$ cat src/rtl/can_pkg.sv
// ---------------------------------------------------------------------------
// can_pkg
// Shared CAN receiver definitions: default End-of-Frame length, bus level
// encodings and the state type of the EOF checker.
// ---------------------------------------------------------------------------
package can_pkg;

  localparam int unsigned EOF_LEN_DEFAULT = 7;

  localparam logic CAN_DOMINANT  = 1'b0;
  localparam logic CAN_RECESSIVE = 1'b1;

  typedef enum logic {
    IDLE  = 1'b0,
    CHECK = 1'b1
  } eof_state_t;

endpackage : can_pkg

$ cat src/rtl/eof_bit_counter.sv
// ---------------------------------------------------------------------------
// eof_bit_counter
// Loadable 4-bit up-counter tracking the EOF bit index (0..LAST). Wraps to
// zero after reaching LAST so it is ready for the next field.
// Ports:
//   SP     in  sample-point clock, rising edge active
//   reset  in  synchronous active-high reset (count -> 0)
//   load   in  restart the count at 0 (arming edge)
//   enable in  advance the count by one bit
//   tc     out terminal count, high while the count equals LAST
// ---------------------------------------------------------------------------
module eof_bit_counter #(
  parameter int unsigned LAST = 6
) (
  input  logic SP,
  input  logic reset,
  input  logic load,
  input  logic enable,
  output logic tc
);

  localparam logic [3:0] LAST_CNT = 4'(LAST);

  logic [3:0] cnt;

  assign tc = (cnt == LAST_CNT);

  // Bit index register: reset, load, then count with wrap at LAST.
  always_ff @(posedge SP) begin
    if (reset) begin
      cnt <= 4'd0;
    end else if (load) begin
      cnt <= 4'd0;
    end else if (enable) begin
      if (tc) begin
        cnt <= 4'd0;
      end else begin
        cnt <= cnt + 4'd1;
      end
    end else begin
      cnt <= cnt;
    end
  end

endmodule : eof_bit_counter

$ cat src/rtl/eof_error_block.sv
// ---------------------------------------------------------------------------
// eof_error_block
// CAN receiver End-of-Frame checker. Armed by EOF_Flag on the bit before the
// EOF field, it samples RX on each of the following EOF_LEN sample points and
// sets the sticky EOF_Error if a checked bit is dominant.
// Ports:
//   SP        in  sample-point clock, rising edge active
//   reset     in  synchronous active-high reset
//   RX        in  received bus bit (1 recessive, 0 dominant)
//   EOF_Flag  in  one-cycle arm pulse, bit preceding the first EOF bit
//   EOF_Error out registered sticky error flag
// Parameters:
//   EOF_LEN   number of EOF bits in the window (2..15)
// Configuration macro:
//   EOF_LAST_BIT_OVERLOAD_EN  when defined the last EOF bit is not checked
//                             (a dominant level there is an overload
//                             condition handled elsewhere).
// ---------------------------------------------------------------------------
module eof_error_block
  import can_pkg::*;
#(
  parameter int unsigned EOF_LEN = EOF_LEN_DEFAULT
) (
  input  logic SP,
  input  logic reset,
  input  logic RX,
  input  logic EOF_Flag,
  output logic EOF_Error
);

  eof_state_t state;
  logic       last_bit;     // current sample is EOF bit EOF_LEN
  logic       bit_checked;  // current sample contributes to the error
  logic       cnt_enable;

  // Count only while checking; the arming edge reloads instead.
  assign cnt_enable = (state == CHECK) && !EOF_Flag;

  eof_bit_counter #(
    .LAST (EOF_LEN - 1)
  ) u_bit_counter (
    .SP     (SP),
    .reset  (reset),
    .load   (EOF_Flag),
    .enable (cnt_enable),
    .tc     (last_bit)
  );

`ifdef EOF_LAST_BIT_OVERLOAD_EN
  // The final EOF bit is excluded from the check.
  always_comb begin
    bit_checked = 1'b0;
    if (last_bit) begin
      bit_checked = 1'b0;
    end else begin
      bit_checked = 1'b1;
    end
  end
`else
  // Every EOF bit is checked.
  always_comb begin
    bit_checked = 1'b1;
  end
`endif

  // Checker FSM and sticky error register; priority reset > arm > check.
  always_ff @(posedge SP) begin
    if (reset) begin
      state     <= IDLE;
      EOF_Error <= 1'b0;
    end else if (EOF_Flag) begin
      state     <= CHECK;
      EOF_Error <= 1'b0;
    end else begin
      case (state)
        IDLE: begin
          state     <= IDLE;
          EOF_Error <= EOF_Error;
        end
        CHECK: begin
          if (bit_checked && (RX == CAN_DOMINANT)) begin
            EOF_Error <= 1'b1;
          end else begin
            EOF_Error <= EOF_Error;
          end
          if (last_bit) begin
            state <= IDLE;
          end else begin
            state <= CHECK;
          end
        end
        default: begin
          state     <= IDLE;
          EOF_Error <= EOF_Error;
        end
      endcase
    end
  end

endmodule : eof_error_block

$ cat config.mk
export PLATFORM = sky130hd
export DESIGN_NAME = eof_error_block
export DESIGN_NICKNAME = d
export VERILOG_FILES = /design/src/rtl/can_pkg.sv /design/src/rtl/eof_bit_counter.sv /design/src/rtl/eof_error_block.sv
export SDC_FILE = /design/constraint.sdc
export NUM_CORES = 1
export LEC_CHECK = 0
export CAP_MARGIN = 25
export CORE_AREA = 2 2 39 41
export DETAILED_ROUTE_END_ITERATION = 8
export DIE_AREA = 0 0 41 43
export HOLD_SLACK_MARGIN = 0.1
export PLACE_DENSITY = 0.33
export SETUP_SLACK_MARGIN = 0.2
export SLEW_MARGIN = 20
export SYNTH_ARGS = -nofsm -noshare
export SYNTH_HDL_FRONTEND = slang
export SYNTH_SLANG_ARGS = --single-unit
export TNS_END_PERCENT = 5
$ cat constraint.sdc
create_clock -name SP -period 0.9 [get_ports SP]
set_input_delay 0.225 -clock SP [delete_from_list [all_inputs] [get_ports SP]]
set_output_delay 0.225 -clock SP [all_outputs]
set_load 0.03 [all_outputs]
Word-level counts from Yosys, hierarchy flattened
Cells that the tools add are included.

word-level totals
  register bits after elaboration = 6
  logic and storage cells = 17
  input bits = 4
  output and inout bits = 1

cells by class
  bitwise gates (word level) = 1
  multiplexer cells = 6
  equality and inequality tests = 2
  $add $sub $neg = 1
  reduce and logical (&&, ||, !) cells = 4

operators with widths
  kind                                                             number
  4-bit by 1-bit adder with 4-bit output, second input constant    1
  4-bit by 3-bit == test with 1-bit output, second input constant  1
  1-bit two-way mux                                                4
  4-bit two-way mux                                                1
  2-bit != test, second input constant                             1
  1-bit one-hot mux with 2 select lines                            1
  2-bit AND reduction                                              1
  2-bit OR reduction                                               1
  1-bit logical AND                                                1
  1-bit logical NOT                                                1
  1-bit inverter                                                   1

Longest topological paths before layout
Gate-level depths: netlist of the first run.

  word-level depth = 4
  mapped depth = 3
  depth with buffers taken out = 3

Cells and area by module
From an unflattened synthesis of the first run, not the netlist that was laid out.

unflattened totals
  cell total of the unflattened synthesis = 31
  area, all modules = 295.3 um2

modules (own cells, without submodules)
  module           area each (um2)  seq. area each (um2)  instances  cells each
  eof_bit_counter  216.5            80.1                  1          22
  eof_error_block  78.8             40.0                  1          9

Least setup slack after synthesis of the first run
OpenSTA, ideal clock, no wires.

  path type = reg-to-reg
  from = register state
  to = register u_bit_counter.cnt[3]
  setup slack = 95 ps
  data required time = 783 ps
  stages on the path, launching flop included = 4
  arrival time = 688 ps
  setup time = 117 ps
  path buffers = 0
  cell sequence = dfxtp_1 > nand4_1 > xor2_1 > nor2_1

on the way
  cells in the longest elaborated chain, start to end = 1

ends and longest elaborated chain
  item                    line                   text
  start, declared         eof_error_block.sv:31  eof_state_t state;
  start signal, assigned  eof_error_block.sv:69  state <= IDLE;
  start signal, assigned  eof_error_block.sv:72  state <= CHECK;
  start signal, assigned  eof_error_block.sv:77  state <= IDLE;
  1-bit logical AND       eof_error_block.sv:37  assign cnt_enable = (state == CHECK) && !EOF_Flag;
  end signal, assigned    eof_bit_counter.sv:38  cnt <= cnt + 4'd1;
  end signal, assigned    eof_bit_counter.sv:41  cnt <= cnt;
  end, declared           eof_bit_counter.sv:24  logic [3:0] cnt;

No other way between the ends.
A chain may end at the register's enable or synchronous reset.

Worst setup path after layout of the first run
  from = register EOF_Error
  to = output port EOF_Error

RTL lines
  item                    line                   text
  start, declared         eof_error_block.sv:28  output logic EOF_Error
  start signal, assigned  eof_error_block.sv:78  EOF_Error <= EOF_Error;
  start signal, assigned  eof_error_block.sv:84  EOF_Error <= EOF_Error;
  start signal, assigned  eof_error_block.sv:94  EOF_Error <= EOF_Error;

No word-level cell between the ends.

==> results.md, run 1 <==
| Result | Reported |
| --- | --- |
| Post-layout minimum cycle time | 0.9243 ns |
| Antenna violations before repair | 0 |
| Final Skew | 0.004317 ns |
| Synth Cell Area | 249.0 um^2 |
| Global-route wire length before repair | 869 um |
| WP data arrival | 0.70 ns |
| Slew headroom | 89.60% |
| DP HPWL | 356.3 um |
| Clock input transition at the sequential cells of the worst setup and hold paths | 0.05 ns |
| Die Span Y | 43 um |
| Worst reg2reg endpoint | state |
| Synthesized area per cell | 8.300 um^2 |
| Cells taking the most area after synthesis | sky130_fd_sc_hd__dfxtp_1 48%, sky130_fd_sc_hd__a21oi_1 12%, sky130_fd_sc_hd__nand2b_1 5.0%, sky130_fd_sc_hd__inv_1 4.5%, sky130_fd_sc_hd__o21ai_0 4.0% |
| Largest net degree at the start of global routing | 9 |
| Port-buffer cells | 4 |
| Slack of the worst reg-to-reg path | 0.09 ns |
| Setup repair after global routing missed its margin | true |
| Clock buffers created by TritonCTS | 3 |
| Delay of the slowest critical-path stage | 0.33 ns |
| Commonest cells after routing, fill and taps aside | 5 x sky130_fd_sc_hd__a21oi_1, 4 x sky130_fd_sc_hd__dfxtp_2, 3 x sky130_fd_sc_hd__inv_1, 3 x sky130_fd_sc_hd__clkbuf_4, 3 x sky130_fd_sc_hd__dlygate4sd2_1 |
| Number of different library cells in the post-synthesis netlist | 15 |
| Fraction of post-synthesis cell area in the top cell type by area | 48.24% |
| Share of final-layout standard cells stronger than drive strength 1 | 42.11% |
| Failing checks | negative setup slack |
| Wire length after detailed routing | 523 um |
| Maximum fanout count along the critical path | 2 |
| Antenna-violating nets left | 0 |
| Achievable Freq | 1082 MHz |
| Min-Delay Path Class | in2reg |
| Cell Chain, Critical Path | buf_6 |
| Sink count of the clock tree | 6 |
| Total Nets Final | 44 |
| Max-slew violation count | 0 |
| Yosys warns | 0 |
| Family with the most delay on the worst path | flip-flops |
| Register area | 132.6 um^2 |
| Critical path capture point | EOF_Error |
| Die Span X | 41 um |
| Area of the die | 1763 um^2 |
| Clock latency on the worst-skew pair | 0.25 ns |
| Cell chosen for the clock root | sky130_fd_sc_hd__clkbuf_4 |
| Crit path launch type | register |
| Min setup slack post-route | -0.02429 ns |
| Antenna diode instance count | 0 |
| Gr ovfl total | 0 |
| Final GP Congestion | 0.7996 |
| Post-detailed-route via-to-cell ratio | 4.278 |
| # Max-Cap Violations | 0 |
| Portion of the post-synthesis area used by sequential elements | 48.24% |
| Number of hold violations in the final report | 0 |
| Placed inst area | 316.6 um^2 |
| Vias in the first global route | 229 |
| Area of the placeable core | 1384 um^2 |
| DR WL/cell | 9.685 um |
| Startpoint of the most critical setup path | EOF_Error |
| Std-Cell Rows | 14 |
| Count of vias placed by the detailed router | 231 |
| All-layer global routing usage | 7.746% |
| Initial Utilization | 17.99% |
| Most common cell after layout, fill and taps aside | sky130_fd_sc_hd__a21oi_1 |
| Worst setup path category | reg2out |
| Total non-filler cell area in the finished layout | 366.6 um^2 |
| Period Utilization, post-route | 102.7% |
| Clock Tree Buf Depth | 2 |
| Cell count of the worst reg-to-reg path | 3 |
| CP Data Required Time | 0.67 ns |
| Static leakage | 0.1319 nW |
| IO Count | 5 |
| Dpl ws | -0.3161 ns |
| Sum Neg Setup Slack | -0.02429 ns |
| Cell type with the largest total area after synthesis | sky130_fd_sc_hd__dfxtp_1 |
| Result of the run | finished, violations left |
| Critical register-to-register path startpoint | u_bit_counter.cnt[3] |
| CTS tree | done |
| Synthesized instance count | 30 |
| Fillcell total | 154 |
| Multi-input gate area | 135.1 um^2 |
| Final-report setup violation count | 1 |
| Worst path slowest cell | sky130_fd_sc_hd__dfxtp_2 |
| Drt first pass iters | 2 |
| Nets in the synthesized netlist | 34 |
| IR drop worst, VDD | 594.1 uV |
| CTS H-tree lvls | 1 |
| Worst path buffer plus inverter count | 1 |
| DRC violation total after the first TritonRoute iteration | 1 |
| Worst slew pin tran | 0.1560 ns |
| Pwr Density | 1559 nW/um^2 |
| Post-synthesis to final-layout area growth | 47.24% |
| Crit. End Element | output pin |
| DRC violation count after routing | 0 |
| Flops & latches, synth | 6 |
| Number of stages on the worst setup path | 1 |
| Number of instances on the worst hold path | 3 |
-- state kept, by name, indices dropped and copies added, names as in the netlist --
register / flops
u_bit_counter.cnt: 4
state: 1
EOF_Error: 1
-- logic make-up after synthesis --
family	after synthesis	share of synthesized area (%)
flip-flops	6	48.24
AO/OA/AOI/OAI	8	16.08
XOR/XNOR	1	3.518
buffers and inverters	3	4.522
AND/OR/NAND/NOR	12	27.64
-- worst min-delay path by stage --
stage,from,endpoint,slack [ns]
6_report,EOF_Flag,state,0.35
5_1_grt,reset,state,0.36
4_1_cts,reset,state,0.35
3_5_place_dp,EOF_Error,EOF_Error,0.46
3_3_place_gp,EOF_Error,EOF_Error,0.47
2_1_floorplan,reset,state,0.29
-- where the power goes --
part           internal (mW)  total (mW)  switching (mW)
registers              0.272       0.283          0.0114
logic                 0.0223      0.0392          0.0169
clock network          0.151       0.249          0.0980
-- cell usage after synthesis --
cell type and number:
sky130_fd_sc_hd__nor2b_1 1, sky130_fd_sc_hd__nand4_1 1, sky130_fd_sc_hd__a21oi_1 6, sky130_fd_sc_hd__o21ai_0 2, sky130_fd_sc_hd__nand2b_1 2, sky130_fd_sc_hd__inv_1 3, sky130_fd_sc_hd__nor2_1 2, sky130_fd_sc_hd__or2_1 1
sky130_fd_sc_hd__xor2_1 1, sky130_fd_sc_hd__nor3_1 1, sky130_fd_sc_hd__nand3b_1 1, sky130_fd_sc_hd__nand3_1 1, sky130_fd_sc_hd__nand4b_1 1, sky130_fd_sc_hd__nand2_1 1, sky130_fd_sc_hd__dfxtp_1 6
-- per-layer routing --
layer,vias to the layer above,wire (um),global-route usage (%)
met5,-,0,0
met4,0,0,7.333
met3,0,31,4.712
met2,5,257,10.94
met1,106,234,7.120
li1,120,-,-
-- repair_timing --
item                       in CTS  in global routing
setup endpoints to repair       7                  6
hold buffers                    0                  0
buffers inserted                0                  0
resized for setup              14                  2
pin swaps                      13                  7
-- through the flow --
step	total power, mW	hold slack [ns]	utilization [%]	std cells
2_1_floorplan	0.3061	0.2867	-	30
3_3_place_gp	0.3307	0.4737	22.88	51
3_5_place_dp	0.3297	0.4643	22.88	51
4_1_cts	0.5765	0.3518	25.95	54
5_1_grt	0.6115	0.3604	26.49	54
6_report	0.5715	0.3490	26.49	54
-- layout make-up --
cell class                      count  area share, %
Multi-Input combinational cell     21          36.86
Sequential cell                     6          36.18
Tap cell                           16          5.461
Timing Repair Buffer                5          12.29
Clock buffer                        3          6.143
Inverter                            3          3.072
No activity file was read; power rests on OpenSTA's default activity.
==> run 2, diff against run 1 <==
--- a/config.mk
+++ b/config.mk
@@ -12,7 +12,7 @@
 export HOLD_SLACK_MARGIN = 0.1
 export PLACE_DENSITY = 0.33
 export SETUP_SLACK_MARGIN = 0.2
-export SLEW_MARGIN = 20
+export SLEW_MARGIN = 5
 export SYNTH_ARGS = -nofsm -noshare
 export SYNTH_HDL_FRONTEND = slang
 export SYNTH_SLANG_ARGS = --single-unit
==> results of run 2 <==
The final DEF is identical to that of run 1; final timing and power are the same.
==> RTL edit 1: new RTL, settings of run 1 <==
Reset style: asynchronous (`reset`), changed in 2 clocked blocks. Comments in the files are not updated.
--- a/src/rtl/eof_bit_counter.sv
+++ b/src/rtl/eof_bit_counter.sv
@@ -27,5 +27,5 @@
 
   // Bit index register: reset, load, then count with wrap at LAST.
-  always_ff @(posedge SP) begin
+  always_ff @(posedge SP or posedge reset) begin
     if (reset) begin
       cnt <= 4'd0;
--- a/src/rtl/eof_error_block.sv
+++ b/src/rtl/eof_error_block.sv
@@ -65,5 +65,5 @@
 
   // Checker FSM and sticky error register; priority reset > arm > check.
-  always_ff @(posedge SP) begin
+  always_ff @(posedge SP or posedge reset) begin
     if (reset) begin
       state     <= IDLE;
Formal check against the unedited RTL: differs if reset is asserted again (counterexample within 4 cycles, from zero or initial values and one cycle with reset high); with reset held inactive, the same outputs for 10 cycles.
==> RTL edit 1 against run 1 <==
The run still ends with negative setup slack left. Synthesized area up 25%. Worst setup slack worse by 0.26 ns. Sequential share of layout area down 1.1 points. Sequential cell count unchanged. Critical path type is now flop to flop. Wire length up 26%. Design area up 18%.
Power is not compared: it rests on default switching activity, and its combinational part moved more than twofold at a synthesized area within 25%.
==> RTL edit 1: results (changes against run 1) <==
- Status: finished, violations left
- Failing checks: negative setup slack
- Setup TNS: -1.15 ns (-1.13 ns)
- Setup Crit Path Kind: flop to flop
- Sequential share of the synthesized area: 0.484 (+0.00146)
- Final setup viols: 6 (+5)
- Synth area leader: dfrtp_1
- Worst Max-Slew Pin Slew: 0.262 ns (+0.106 ns)
- Post-synth top cells: dfrtp_1 (6), a21oi_1 (5), inv_1 (4)
- DR top layer: met4
- Ranking of synthesized cells by area: dfrtp_1 (48%), a21oi_1 (8.1%), ha_1 (8.1%)
- Worst hold slack: 0.193 ns (-0.156 ns)
- FFs w/ async S/R, synth: 1.00 (+1.00)
- DR WL met3: 13 um (-58%)
- Crit path arrival time: 1.36 ns (+0.66 ns)
- Routed met1 length: 280 um (+20%)
- Grt met2 use: 0.156 (+0.0469)
- Hold Path Class: input pin to asynchronous set/reset pin
- Met1 GRT Util: 0.0888 (+0.0176)
- Syn Nets: 36 (+5.9%)
- Vias post-DR: 256 (+11%)
- Nets: 47 (+6.8%)
- Critical R2R Launch: u_bit_counter.cnt[0]
- Post-Synth Adder-Cell Area: 0.0806 (+0.0806)
- Hpwl dp: 504 um (+41%)
- Critical path's slowest cell: dfrtp_1
- Synth Area in XOR/XNOR: 0 (-0.0352)
- First-pass GRT wire length: 1120 um (+29%)
- WL final: 661 um (+26%)
- Final worst slack: -0.287 ns (-0.263 ns)
- Global-route usage over all layers: 0.102 (+0.0247)
- Vias in the first global route: 278 (+21%)
## RTL edit 1: cell count changes after synthesis, sizes merged, moves of 2 or more
| cell | before | now |
|---|---|---|
| o21ai | 2 | 0 |
| ha | 0 | 2 |
| a21o | 0 | 2 |
| dfrtp | 0 | 6 |
| dfxtp | 6 | 0 |
## RTL edit 1: final cells by class
cell class	instances	area, um2
well taps	16	20.0
clock buffers	3	22.5
inverters	4	15.0
multi-input cells	19	155
repair buffers	7	67.6
flip-flops and latches	6	151
fillers	155	952
## RTL edit 1: cells by family (layout without fill, tap and decap cells)
kind of cell	Yosys count	count (layout)
simple gates	9	9
compound gates	8	8
flops	6	6
buf+inv	5	14
fa+ha+maj	2	2
## RTL edit 1: what timing repair did
item | CTS | global route
gates resized for setup | 6 | 1
setup buffers | 1 | 0
pin swaps | 5 | 0
endpoints found under the setup margin | 7 | 7
endpoints found under the hold margin | 0 | 0
==> RTL edit 2: new RTL, settings of run 1 <==
Without the edit above. The option `EOF_LAST_BIT_OVERLOAD_EN` is turned on by a define.
--- a/src/rtl/eof_error_block.sv
+++ b/src/rtl/eof_error_block.sv
@@ -17,4 +17,6 @@
 //                             condition handled elsewhere).
 // ---------------------------------------------------------------------------
+`define EOF_LAST_BIT_OVERLOAD_EN
+
 module eof_error_block
   import can_pkg::*;
Behaviour: not the same (a bounded check fails within 10 cycles, from zero or initial values and one cycle with reset high).
==> RTL edit 2 against run 1 <==
The run still ends with negative setup slack left. Total power is 1.6% higher. Synthesized cell count is 3.3% lower. Worst setup slack worse by 0.042 ns. Global-route usage is 1.4 points higher. Fmax is 4.3% lower. Sequential power is 2% lower. Wire length is 15% higher. Hold slack worse by 0.068 ns. Synthesized area is 8.5% higher. Sequential cell count stayed put. Design area is 16% higher. Critical path type is now flop to flop. Critical endpoint is now u_bit_counter.cnt[0].
==> RTL edit 2: results (changes against run 1) <==
- Status: finished, violations left
- Failing checks: negative setup slack
- Initial antenna violation count: 0 (unchanged)
- Vias post-DR: 268 (+16%)
- Critical R2R Launch: state
- Sequential share of the synthesized area: 0.444 (-0.0380)
- Router iterations before antenna repair: 4 (+2)
- Global-route usage over all layers: 0.0914 (+0.0139)
- R2R Path End: u_bit_counter.cnt[0]
- Cell count of the worst reg-to-reg path: 3 (unchanged)
- Slew headroom: 0.871 (-0.0245)
- 1st-iter DRT viols: 8 (+7)
- Number of setup buffers added after CTS: 0 (unchanged)
- Nets: 48 (+9.1%)
- Number of buffers created by CTS: 3 (unchanged)
- Max incr delay on CP: 0.32 ns
- Final worst slack: -0.0662 ns (-0.0419 ns)
- Hold path depth: 2 (-1)
- Pin count of the biggest net entering global routing: 6 (-3)
- Fraction of layout cells with a size suffix above 1: 0.500 (+0.0789)
- RD Place Congestion: 0.692 (-13%)
- Synth warn: 0 (unchanged)
- FFs w/ async S/R, synth: 0 (unchanged)
- Static leakage: 0.162 nW (+23%)
- Post-synth top cells: dfxtp_1 (6), a21oi_1 (4), inv_1 (3), nand3b_1 (2), nor2_1 (2)
- Peak supply drop: 0.000562 V (-5.4%)
- Critical Path End: u_bit_counter.cnt[0]
- I/O Buffers: 4 (unchanged)
- H-tree levels: 1 (unchanged)
- Startpoint Class: flop
- Pint: 0.455 mW (+2.2%)
- Max Clock Skew: 0.00520 ns (+0.000878 ns)
- Hpwl dp: 444 um (+25%)
- Initial Utilization: 0.195 (+0.0154)
- Routed wire length per instance: 10.3 um (+6.8%)
- Clk root buf: clkbuf_4
- Ranking of synthesized cells by area: dfxtp_1 (44%), a21oi_1 (7.4%), nand3b_1 (5.6%)
- Critical path's top delay family: simple AND/OR/NAND/NOR gates
- Final setup viols: 5 (+4)
- First-pass GRT wire length: 1030 um (+18%)
- Crit Path Max Fanout: 5 (+3)
- Place WS: -0.542 ns (-0.226 ns)
- Syn Nets: 33 (-2.9%)
- Post-synthesis cell type count: 17 (+2)
- Crit path arrival time: 1.14 ns (+0.44 ns)
-- RTL edit 2: metal layers --
metal	vias up	wire length (um)	share of wire	global-route usage
li1	134	-	-	-
met1	127	265	0.44	0.109
met2	5	310	0.52	0.122
met3	2	19	0.032	0.0157
met4	0	5	0.0083	0.100
met5	-	0	0	0
-- RTL edit 2: power groups by stage --
stage          combinational, mW  sequential, mW  clock [mW]
6_report                  0.0541           0.278       0.248
3_3_place_gp              0.0500           0.283           0
3_5_place_dp              0.0510           0.282           0
2_1_floorplan             0.0203           0.285           0
5_1_grt                   0.0589           0.278       0.278
4_1_cts                   0.0541           0.278       0.271
-- RTL edit 2: metrics by stage --
stage / setup TNS, ns / area, um2 / util / cells / hold slack [ns]
after floorplan: -0.0862 / 277 / - / 29 / 0.290
after global placement: -2.38 / 379 / 0.274 / 55 / 0.458
after detailed placement: -2.49 / 379 / 0.274 / 55 / 0.480
after CTS: -0.247 / 425 / 0.307 / 58 / 0.265
after global routing: -0.566 / 427 / 0.308 / 58 / 0.302
final: -0.196 / 427 / 0.308 / 58 / 0.281
-- RTL edit 2: layout make-up --
class                      instances  area (um2)
inverter                           3        11.3
fill                             153         957
multi-input combinational         20         159
sequential                         6         126
tap                               16        20.0
timing repair buffer              10        87.6
clock buffer                       3        22.5
-- RTL edit 2: cell families after synthesis --
family                 count (synthesis)  share of synthesized area
AND/OR/NAND/NOR                       10                      0.269
buffers and inverters                  3                     0.0417
AO/OA/AOI/OAI                         10                      0.245
flip-flops                             6                      0.444
-- RTL edit 2: worst min path at each step --
| stage | start | endpoint | slack, ns |
|---|---|---|---|
| 2_1_floorplan | reset | state | 0.29 |
| 3_3_place_gp | EOF_Error | EOF_Error | 0.46 |
| 3_5_place_dp | EOF_Error | EOF_Error | 0.48 |
| 4_1_cts | reset | state | 0.26 |
| 5_1_grt | reset | state | 0.30 |
| 6_report | reset | state | 0.28 |
-- RTL edit 2: timing repair --
item | in CTS | in global routing
gates resized for setup | 9 | 1
pin swaps | 5 | 2
endpoints found under the setup margin | 7 | 7
